$ cat config.mk
export PLATFORM = sky130hd
export DESIGN_NAME = pc_ctrl
export DESIGN_NICKNAME = d
export VERILOG_FILES = /design/src/rtl/pc_ctrl_pkg.sv /design/src/rtl/pc_ctrl.sv
export SDC_FILE = /design/constraint.sdc
export NUM_CORES = 1
export LEC_CHECK = 0
export BUFFER_PORTS_ARGS = -buffer_cell sky130_fd_sc_hd__buf_2
export CAP_MARGIN = 20
export CORE_MARGIN = 2
export CORE_UTILIZATION = 46
export CTS_CLUSTER_DIAMETER = 30
export DETAILED_ROUTE_END_ITERATION = 10
export GPL_TIMING_DRIVEN = 0
export PLACE_DENSITY = 0.8
export SYNTH_ARGS = -nofsm -noshare
export SYNTH_HDL_FRONTEND = slang
export SYNTH_SLANG_ARGS = --single-unit
$ cat constraint.sdc
create_clock -name clk -period 2.55 [get_ports clk]
set_input_delay 0.51 -clock clk [delete_from_list [all_inputs] [get_ports clk]]
set_output_delay 0.51 -clock clk [all_outputs]
set_load 0.005 [all_outputs]
$ cat src/rtl/pc_ctrl_pkg.sv
// pc_ctrl_pkg: next-PC op codes, FSM encodings and PC range defaults shared by pc_ctrl, NPC and decoder
package pc_ctrl_pkg;
  localparam logic [1:0] NPC_PC4 = 2'd0;
  localparam logic [1:0] NPC_BR  = 2'd1;
  localparam logic [1:0] NPC_J   = 2'd2;
  localparam logic [1:0] NPC_JR  = 2'd3;
  localparam logic [31:0] PC_RESET_DEF = 32'h0000_3000;
  localparam logic [31:0] PC_MAX_DEF   = 32'h0000_6FFC;
  typedef enum logic [1:0] {S_FETCH, S_EXEC, S_UPDATE, S_HALT} state_t;
  function automatic logic pc_legal(input logic [31:0] t, input logic [31:0] lo, input logic [31:0] hi);
    return (t[1:0] == 2'b00) && (t >= lo) && (t <= hi);
  endfunction
endpackage

$ cat src/rtl/pc_ctrl.sv
// pc_ctrl: fetch/execute/update sequencer owning the PC, instruction latch and retire counter
module pc_ctrl
  import pc_ctrl_pkg::*;
#(
  parameter logic [31:0] PC_RESET = PC_RESET_DEF,
  parameter logic [31:0] PC_MAX   = PC_MAX_DEF,
  parameter int          FETCH_TO = 16
) (
  input  logic        clk,
  input  logic        reset,
  input  logic [1:0]  npc_op_in,
  input  logic        br_taken,
  input  logic [31:0] npc_in,
  input  logic [31:0] pc4_in,
  output logic        imem_req,
  input  logic        imem_ack,
  input  logic [31:0] instr_in,
  input  logic        ex_done,
  output logic [31:0] pc,
  output logic [1:0]  npc_op,
  output logic [31:0] instr_out,
  output logic        instr_valid,
  output logic [31:0] retired,
  output logic        halt
);
  localparam logic [4:0] TO_LAST = 5'(FETCH_TO - 1);
  state_t      state_q, state_d;
  logic [31:0] pc_q, pc_d, instr_q, instr_d, ret_q, ret_d;
  logic [4:0]  wait_q, wait_d;
  logic        op_active;
  logic [31:0] target;
  assign op_active   = (state_q == S_EXEC) || (state_q == S_UPDATE);
  assign npc_op      = !op_active ? NPC_PC4 : (npc_op_in == NPC_BR && !br_taken) ? NPC_PC4 : npc_op_in;
  assign target      = (npc_op != NPC_PC4) ? npc_in : pc4_in;
  assign imem_req    = state_q == S_FETCH;
  assign instr_valid = state_q == S_EXEC;
  assign halt        = state_q == S_HALT;
  assign pc          = pc_q;
  assign instr_out   = instr_q;
  assign retired     = ret_q;
  // next state: an ack wins over a same-cycle timeout; an illegal target freezes pc and halts
  always_comb begin
    state_d = state_q;
    pc_d    = pc_q;
    instr_d = instr_q;
    ret_d   = ret_q;
    wait_d  = '0;
    case (state_q)
      S_FETCH:
        if (imem_ack) begin
          instr_d = instr_in;
          state_d = S_EXEC;
        end else if (wait_q == TO_LAST) state_d = S_HALT;
        else wait_d = wait_q + 5'd1;
      S_EXEC: state_d = ex_done ? S_UPDATE : S_EXEC;
      S_UPDATE: begin
        ret_d   = ret_q + 32'd1;
        pc_d    = pc_legal(target, PC_RESET, PC_MAX) ? target : pc_q;
        state_d = pc_legal(target, PC_RESET, PC_MAX) ? S_FETCH : S_HALT;
      end
      default: ;
    endcase
  end
  // state registers with synchronous reset back to a fresh fetch at PC_RESET
  always_ff @(posedge clk) begin
    if (reset) begin
      state_q <= S_FETCH;
      pc_q    <= PC_RESET;
      instr_q <= '0;
      ret_q   <= '0;
      wait_q  <= '0;
    end else begin
      state_q <= state_d;
      pc_q    <= pc_d;
      instr_q <= instr_d;
      ret_q   <= ret_d;
      wait_q  <= wait_d;
    end
  end
endmodule
# --- After elaboration in Yosys (flattened, before gate mapping) ---
# Cells that the tools add are included.
totals:
  output_inout_bits: 101
  input_bits: 103
  word_cells: 37
  regBits: 103
op_classes:
  addsub: 2
  muxes: 8
  reduce_logical: 13
  n_bitwise: 1
  magnitude_cmp: 2
  n_eq_ne: 6
ops:
  columns: ["operator", "n"]
  rows:
  - ["$add 32x1->32 const B", 1]
  - ["$ge 32x14->1 const B", 1]
  - ["$le 32x15->1 const B", 1]
  - ["$mux 32", 1]
  - ["$mux 2", 6]
  - ["$pmux 2 s3", 1]
  - ["$reduce_and 2->1", 3]
  - ["$add 5x1->5 const B", 1]
  - ["$eq 5x4->1 const B", 1]
  - ["$eq 2x1->1 const B", 2]
  - ["$eq 2x2->1 const B", 2]
  - ["$logic_not 2->1", 2]
  - ["$reduce_or 4->1", 1]
  - ["$logic_and 1x1->1", 3]
  - ["$ne 3x1->1 const B", 1]
  - ["$reduce_bool 3->1", 1]
  - ["$reduce_bool 2->1", 1]
  - ["$logic_not 1->1", 1]
  - ["$logic_or 1x1->1", 1]
  - ["$not 1->1", 1]

# --- Longest topological paths before layout ---
# Gate-level depths: netlist (run 1).
logic_depth:
  depth_word: 11
  mapped_depth: 9
  ltp_nobuf: 8

# --- Least setup slack after synthesis (run 1) ---
# No wires, ideal clock.
synth_path:
  path_type: "register -> register"
  from: "register state_q[0]"
  to: "register pc_q[4] (netlist: pc[4])"
  setup_time_ns: 0.128
  period_less_slack_ns: 1.933
  t_required_ns: 2.422
  arrival_ns: 1.805
  path_stages_with_launch: 8
  path_buffers: 1
  setup_slack_ns: 0.617
  path_cell_list: "dfxtp_1 inv_1 ha_1 nand2_1 clkbuf_1 mux2_2 mux2i_1 nor2_1"
synth_via:
  elab_chain_cells: 9
  elab_cells_between_ends: 12
  cone_classes: "order compare (2); eq/ne (2); mux (2); reduce/logical (6)"
synth_rtl:
  columns: ["item", "line", "text"]
  rows:
  - ["start: declaration", "pc_ctrl.sv:27", "state_t state_q, state_d;"]
  - ["start signal: assignment", "pc_ctrl.sv:73", "state_q <= state_d;"]
  - ["$eq 2x1->1 or $eq 2x2->1 (tied branches)", "pc_ctrl.sv:32, pc_ctrl.sv:48", null]
  - ["$logic_or 1x1->1", "pc_ctrl.sv:32", "assign op_active = (state_q == S_EXEC) || (state_q == S_UPDATE);"]
  - ["$mux 2", "pc_ctrl.sv:33", "assign npc_op = !op_active ? NPC_PC4 : (npc_op_in == NPC_BR && !br_taken) ? NPC_PC4 : npc_op_in;"]
  - ["$reduce_bool 2->1", "pc_ctrl.sv:34", "assign target = (npc_op != NPC_PC4) ? npc_in : pc4_in;"]
  - ["$mux 32", "pc_ctrl.sv:34", null]
  - ["$ge 32x14->1 or $logic_not 2->1 (tied branches)", "pc_ctrl_pkg.sv:11", "return (t[1:0] == 2'b00) && (t >= lo) && (t <= hi);"]
  - ["$logic_and 1x1->1 (2 in series)", "pc_ctrl_pkg.sv:11", null]
  - ["$reduce_and 2->1 (no line)", null, null]
  - ["end signal: assignment", "pc_ctrl.sv:74", "pc_q <= pc_d;"]
  - ["end: declaration", "pc_ctrl.sv:28", "logic [31:0] pc_q, pc_d, instr_q, instr_d, ret_q, ret_d;"]
# Several ways; a longest one is shown, not always the timed one.
# A chain may end at the register's enable or synchronous reset.

# --- Final worst setup path (run 1) ---
layout_path:
  from: "register state_q[0]"
  to: "register pc_q[6] (netlist: pc[6])"
# Same word-level chain as after synthesis.

==> flow_metrics.env, run 1 <==
export IMPL_hpwl_mm=8.44
export IMPL_ys_ff_latch=103
export IMPL_finalCritPeriodShare_pct=91.9
export IMPL_cts_sinks=103
export IMPL_crit_chain="inv_1 -> ha_1 -> nand2_1 -> clkbuf_1 -> mux2_2 -> mux2i_1 -> nor2_1"
export IMPL_use_met2_pct=39.4
export IMPL_grtUsageMet1_pct=25.0
export IMPL_dieArea_sq_mm=0.0101
export IMPL_cts_resized=0
export IMPL_worstSetupStartpointType="flip-flop"
export IMPL_post_cts_buffers=0
export IMPL_holdBufCountCts=0
export IMPL_avgSynthCellArea_sq_um=9.03
export IMPL_grt_busiest_layer="met2"
export IMPL_root_buffer="clkbuf_8"
export IMPL_finalHoldViolCount=0
export IMPL_routabilityCongestion=0.845
export IMPL_rsz0062_at_grt="false"
export IMPL_clk_latency_ps=350
export IMPL_hold_slack_ps=384
export IMPL_die_x_microns=100
export IMPL_crit_type="flip-flop to flip-flop"
export IMPL_drive_above_1_share_pct=35.4
export IMPL_yosys_cell_types_count=44
export IMPL_first_global_vias=3947
export IMPL_hold_end="instr_out[5]"
export IMPL_p_leak_nw=2.53
export IMPL_grt_max_degree=19
export IMPL_yosysWarningCount=0
export IMPL_drt_drc_violations_left=0
export IMPL_synth_seq_area_share_pct=48.4
export IMPL_setup_tns_ps=0
export IMPL_antenna_found_initial=0
export IMPL_ys_flop_type="dfxtp_1"
export IMPL_finalSetupViolCount=0
export IMPL_cts_tree="done"
export IMPL_power_density_mw_per_mm2=692
export IMPL_status="complete, no violations"
export IMPL_tightestPinTransition_ps=575
export IMPL_slew_headroom_pct=61.7
export IMPL_first_pass_iters=4
export IMPL_drtAntennaViolNets=0
export IMPL_layout_min_cycle_time_ps=2340
export IMPL_grt_overflow=0
export IMPL_post_drt_wl_per_cell_microns=13.7
export IMPL_synth_edf_count=0
export IMPL_finClkSkew_ps=12.4
export IMPL_core_sq_mm=0.00911
export IMPL_clock_fmax_ghz=0.427
export IMPL_crit_path_end_kind="flip-flop"
export IMPL_reg2reg_slack_ps=210
export IMPL_min_from="instr_in[5]"
export IMPL_die_y_microns=100
export IMPL_async_flop_share_pct=0
export IMPL_fin_area_sq_mm=0.00563
export IMPL_rr_startpoint="state_q[0]"
export IMPL_ctsLongestPathBuffers=2
export IMPL_finalWirelength_mm=11.0
export IMPL_r2r_end="pc[6]"
export IMPL_ir_drop_uv=389
export IMPL_r2r_cells=7
export IMPL_slowest_stage="clkbuf_1"
export IMPL_grt_pass1_wl_mm=17.6
export IMPL_final_nets=795
export IMPL_clk_pin_slew_ps=110
export IMPL_crit_start="state_q[0]"
export IMPL_vias=4049
export IMPL_total_power_mw=3.89
export IMPL_slew_viol_final=0
export IMPL_cts_htree_levels=3
export IMPL_hold_depth=3
export IMPL_area_growth_pct=32.1
export IMPL_crit_fanout=10
export IMPL_met3_usage_pct=4.04
export IMPL_cts_buffers_inserted=9
export IMPL_min_path_type="input pin to flip-flop"
export IMPL_cpPeakStageDelay_ps=470
export IMPL_num_rows=35
export IMPL_critPathRequiredTime_ps=2760
export IMPL_start_util_pct=46.8
export IMPL_port_buffers=202
export IMPL_gr_usage_all_layers_pct=21.3
export IMPL_num_io_pins=204
export IMPL_synth_area_sq_mm=0.00426
export IMPL_synth_cells=472
export IMPL_arrival_ps=2560
export IMPL_drt_initial_drc_count=68
export IMPL_syn_nets=582
export IMPL_cap_violations=0
export IMPL_post_drt_via_cell_ratio=5.05
export IMPL_placed_area_sq_mm=0.00541
[area by class of cell]
| type | instances | area (sq um) |
|---|---|---|
| clock buffers | 11 | 141 |
| repair buffers | 202 | 1010 |
| clock inverters | 5 | 72.6 |
| diodes | 1 | 2.50 |
| well taps | 111 | 139 |
| flip-flops and latches | 103 | 2060 |
| inverters | 11 | 41.3 |
| multi-input cells | 337 | 2060 |
| fillers | 793 | 3480 |
| plain buffers | 21 | 103 |
[critical path: cells and delay by family, from the launching register on]
kind	cells	cell delay (ps)
mux	2	560
fa+ha+maj	1	380
flops	1	400
buf+inv	2	560
simple gates	2	320
[flip-flops by register name, indices dropped and copies added (netlist names)]
| register | flops |
|---|---|
| instr_out | 32 |
| pc | 32 |
| retired | 32 |
| state_q | 2 |
| wait_q | 5 |
[how the worst max path moves through the flow]
stage                       end  slack (ps)  cells past startpoint
after floorplan           pc[4]         620                      7
after global placement    pc[3]         320                      7
after detailed placement  pc[4]         240                      7
after CTS                 pc[4]         220                      7
after global routing      pc[6]          70                      7
final                     pc[6]         210                      7
[cells in the final DEF, fill, tap and decap left out, drive strengths merged, types with 7 or more instances in the layout]
| master | instances |
|---|---|
| a21oi | 38 |
| and2 | 24 |
| buf | 206 |
| clkbuf | 28 |
| dfxtp | 103 |
| ha | 7 |
| inv | 14 |
| mux2 | 13 |
| mux2i | 14 |
| nand2 | 75 |
| nand3 | 12 |
| nand4 | 12 |
| nor2 | 49 |
| nor3 | 11 |
| nor4 | 16 |
| xnor2 | 21 |
| xor2 | 8 |
[per-layer routing]
metal / vias up / wire length, microns
met5: - / 0
met4: 0 / 62
met3: 6 / 618
met2: 126 / 5620
met1: 1887 / 4650
li1: 2030 / -
[where the power goes]
part,switching [mW],internal (mW)
combinational,0.547,0.455
sequential,0.0821,1.72
clock,0.583,0.505
[cell families (layout without fill, tap and decap cells)]
family,after synthesis,count (layout),synth area share (%)
xor gates and xnor gates,29,29,5.96
and+or+nand+nor,221,221,26.0
buffers and inverters,32,250,3.38
DFF,103,103,48.4
muxes,27,27,6.72
adders and majority gates,7,7,2.06
other,0,1,0
AOI/OAI and AO/OA,53,53,7.49
[synthesized netlist by cell type, types with 2 or more instances]
library cell,n,share of area [%]
dfxtp_1,103,48
nand2_1,75,6.6
nor2_1,48,4.2
a21oi_1,38,4.5
and2_1,24,3.5
xnor2_1,21,4.3
clkbuf_1,17,1.5
mux2i_1,14,3.3
mux2_2,13,3.4
nor4_1,13,1.9
inv_1,11,0.97
nand3_1,11,1.3
nor3_1,11,1.3
nand4_1,10,1.5
xor2_1,8,1.6
ha_1,7,2.1
and4_1,5,1.0
nand2b_1,4,0.59
o21ai_0,4,0.47
or3_1,4,0.59
nor4_2,3,0.88
a21boi_0,2,0.35
and3_1,2,0.29
and3b_1,2,0.41
nand4_2,2,0.59
o221ai_1,2,0.41
[through the flow]
step | setup slack (ps) | std cells | utilization, %
finish | 206 | 802 | 61.8
global route | 67.5 | 801 | 61.8
CTS | 220 | 801 | 61.8
detailed placement | 239 | 785 | 59.4
global placement | 317 | 785 | 59.4
floorplan | 617 | 472 | -
(Power assumes the default switching activity.)
==> run 2: changes to the inputs <==
--- a/config.mk
+++ b/config.mk
@@ -12,7 +12,7 @@
 export CTS_CLUSTER_DIAMETER = 30
 export DETAILED_ROUTE_END_ITERATION = 10
 export GPL_TIMING_DRIVEN = 0
-export PLACE_DENSITY = 0.8
+export PLACE_DENSITY_LB_ADDON = 0.05
 export SYNTH_ARGS = -nofsm -noshare
 export SYNTH_HDL_FRONTEND = slang
 export SYNTH_SLANG_ARGS = --single-unit
==> run 2 against run 1 <==
Against the previous run: critical path depth is the same; core utilization increased by 0.082 points; die area stayed put; largest power group unchanged.
==> flow_metrics.env, run 2 (synthesized netlist as in run 1, its figures left out) <==
export IMPL_status="complete, no violations"
export IMPL_layout_min_cycle_time_ps=2310
export IMPL_vias=4013
export IMPL_ir_drop_uv=300
export IMPL_min_path_type="input pin to flip-flop"
export IMPL_port_buffers=202
export IMPL_cts_resized=0
export IMPL_post_drt_wl_per_cell_microns=13.6
export IMPL_die_x_microns=100
export IMPL_first_pass_iters=4
export IMPL_worstSetupStartpointType="flip-flop"
export IMPL_ctsLongestPathBuffers=2
export IMPL_path_buf_inv=2
export IMPL_grt_pass1_wl_mm=16.9
export IMPL_finalWirelength_mm=10.9
export IMPL_cts_sinks=103
export IMPL_p_leak_nw=2.53
export IMPL_cts_buffers_inserted=9
export IMPL_gr_usage_all_layers_pct=21.0
export IMPL_slowest_stage="clkbuf_1"
export IMPL_fillCellCount=856
export IMPL_post_cts_buffers=0
export IMPL_total_power_mw=3.91
export IMPL_dieArea_sq_mm=0.0101
export IMPL_cts_tree="done"
export IMPL_rsz0062_at_grt="false"
export IMPL_hpwl_mm=8.47
export IMPL_holdBufCountCts=0
export IMPL_root_buffer="clkbuf_8"
export IMPL_cap_violations=0
export IMPL_drt_initial_drc_count=75
export IMPL_crit_end="pc[9]"
export IMPL_finalHoldViolCount=0
export IMPL_num_rows=35
export IMPL_crit_path_end_kind="flip-flop"
export IMPL_clock_fmax_ghz=0.433
export IMPL_clk_pin_slew_ps=120
export IMPL_power_density_mw_per_mm2=693
export IMPL_crit_start="state_q[0]"
export IMPL_layout_commonest_cell="buf_2"
export IMPL_first_global_vias=3592
export IMPL_area_growth_pct=32.2
export IMPL_finalSetupViolCount=0
export IMPL_setup_tns_ps=0
export IMPL_tightestPinTransition_ps=536
export IMPL_slew_headroom_pct=64.3
export IMPL_cp_top_family="multiplexers"
export IMPL_clk_latency_ps=360
export IMPL_critPathRequiredTime_ps=2790
export IMPL_r2r_cells=7
export IMPL_start_util_pct=46.8
export IMPL_crit_cells=7
export IMPL_routabilityCongestion=0.796
export IMPL_crit_chain="inv_1 -> ha_1 -> nand2_1 -> clkbuf_1 -> mux2_2 -> mux2i_1 -> nor2_1"
export IMPL_reg2reg_slack_ps=240
export IMPL_rr_startpoint="state_q[0]"
export IMPL_post_drt_via_cell_ratio=5.01
export IMPL_final_nets=795
export IMPL_core_sq_mm=0.00911
export IMPL_final_cell_mix="buf_2, dfxtp_1, nand2_1"
export IMPL_slew_viol_final=0
export IMPL_cts_htree_levels=3
export IMPL_finClkSkew_ps=16.2
export IMPL_finalCritPeriodShare_pct=90.6
export IMPL_crit_fanout=10
export IMPL_drt_drc_violations_left=0
export IMPL_antenna_cells=0
export IMPL_drtAntennaViolNets=0
export IMPL_hold_depth=3
export IMPL_arrival_ps=2550
export IMPL_crit_type="flip-flop to flip-flop"
export IMPL_grt_overflow=0
export IMPL_num_io_pins=204
export IMPL_cpPeakStageDelay_ps=450
export IMPL_die_y_microns=100
export IMPL_drive_above_1_share_pct=35.5
export IMPL_r2r_end="pc[9]"
export IMPL_grt_max_degree=21
export IMPL_antenna_found_initial=0
run 2: cell type report:
cell class / instances / area [sq um] / area share [%]
repair buffers: 202 / 1010 / 17.9
inverters: 11 / 41.3 / 0.733
well taps: 111 / 139 / 2.46
clock inverters: 7 / 100 / 1.78
clock buffers: 9 / 124 / 2.20
multi-input cells: 337 / 2060 / 36.5
plain buffers: 21 / 103 / 1.82
flip-flops and latches: 103 / 2060 / 36.6
run 2: how the worst min path moves through the flow:
stage,start,slack [ps],to
floorplan,wait_q[0],420,wait_q[0]
global placement,wait_q[0],430,wait_q[0]
detailed placement,pc[21],440,pc[21]
CTS,instr_in[29],350,instr_out[29]
global route,instr_in[29],360,instr_out[29]
finish,instr_in[29],370,instr_out[29]
run 2: through the flow:
step	setup slack (ps)	hold slack, ps	instance area (sq um)	util [%]	cells
after CTS	193	351	5640	61.9	801
final	239	368	5640	61.9	801
after global placement	293	430	5410	59.4	785
after floorplan	617	418	4260	-	472
after global routing	27.2	357	5640	61.9	801
after detailed placement	190	441	5410	59.4	785
run 2: power breakdown:
group	switching [mW]	leakage, nW	internal (mW)
combinational	0.539	1.59	0.455
clock	0.622	0.112	0.487
sequential	0.0819	0.834	1.72
run 2: worst register-to-register path, cell delays in order, from the launching register on:
cell and delay (ps):
dfxtp_1 400, inv_1 80, ha_1 380, nand2_1 250
clkbuf_1 450, mux2_2 410, mux2i_1 180, nor2_1 60
run 2: layer usage:
layer,track usage [%],routed length [microns],up-vias
li1,-,-,2025
met1,24.9,4620,1855
met2,38.3,5610,125
met3,4.25,595,8
met4,5.69,91,0
met5,0,0,-
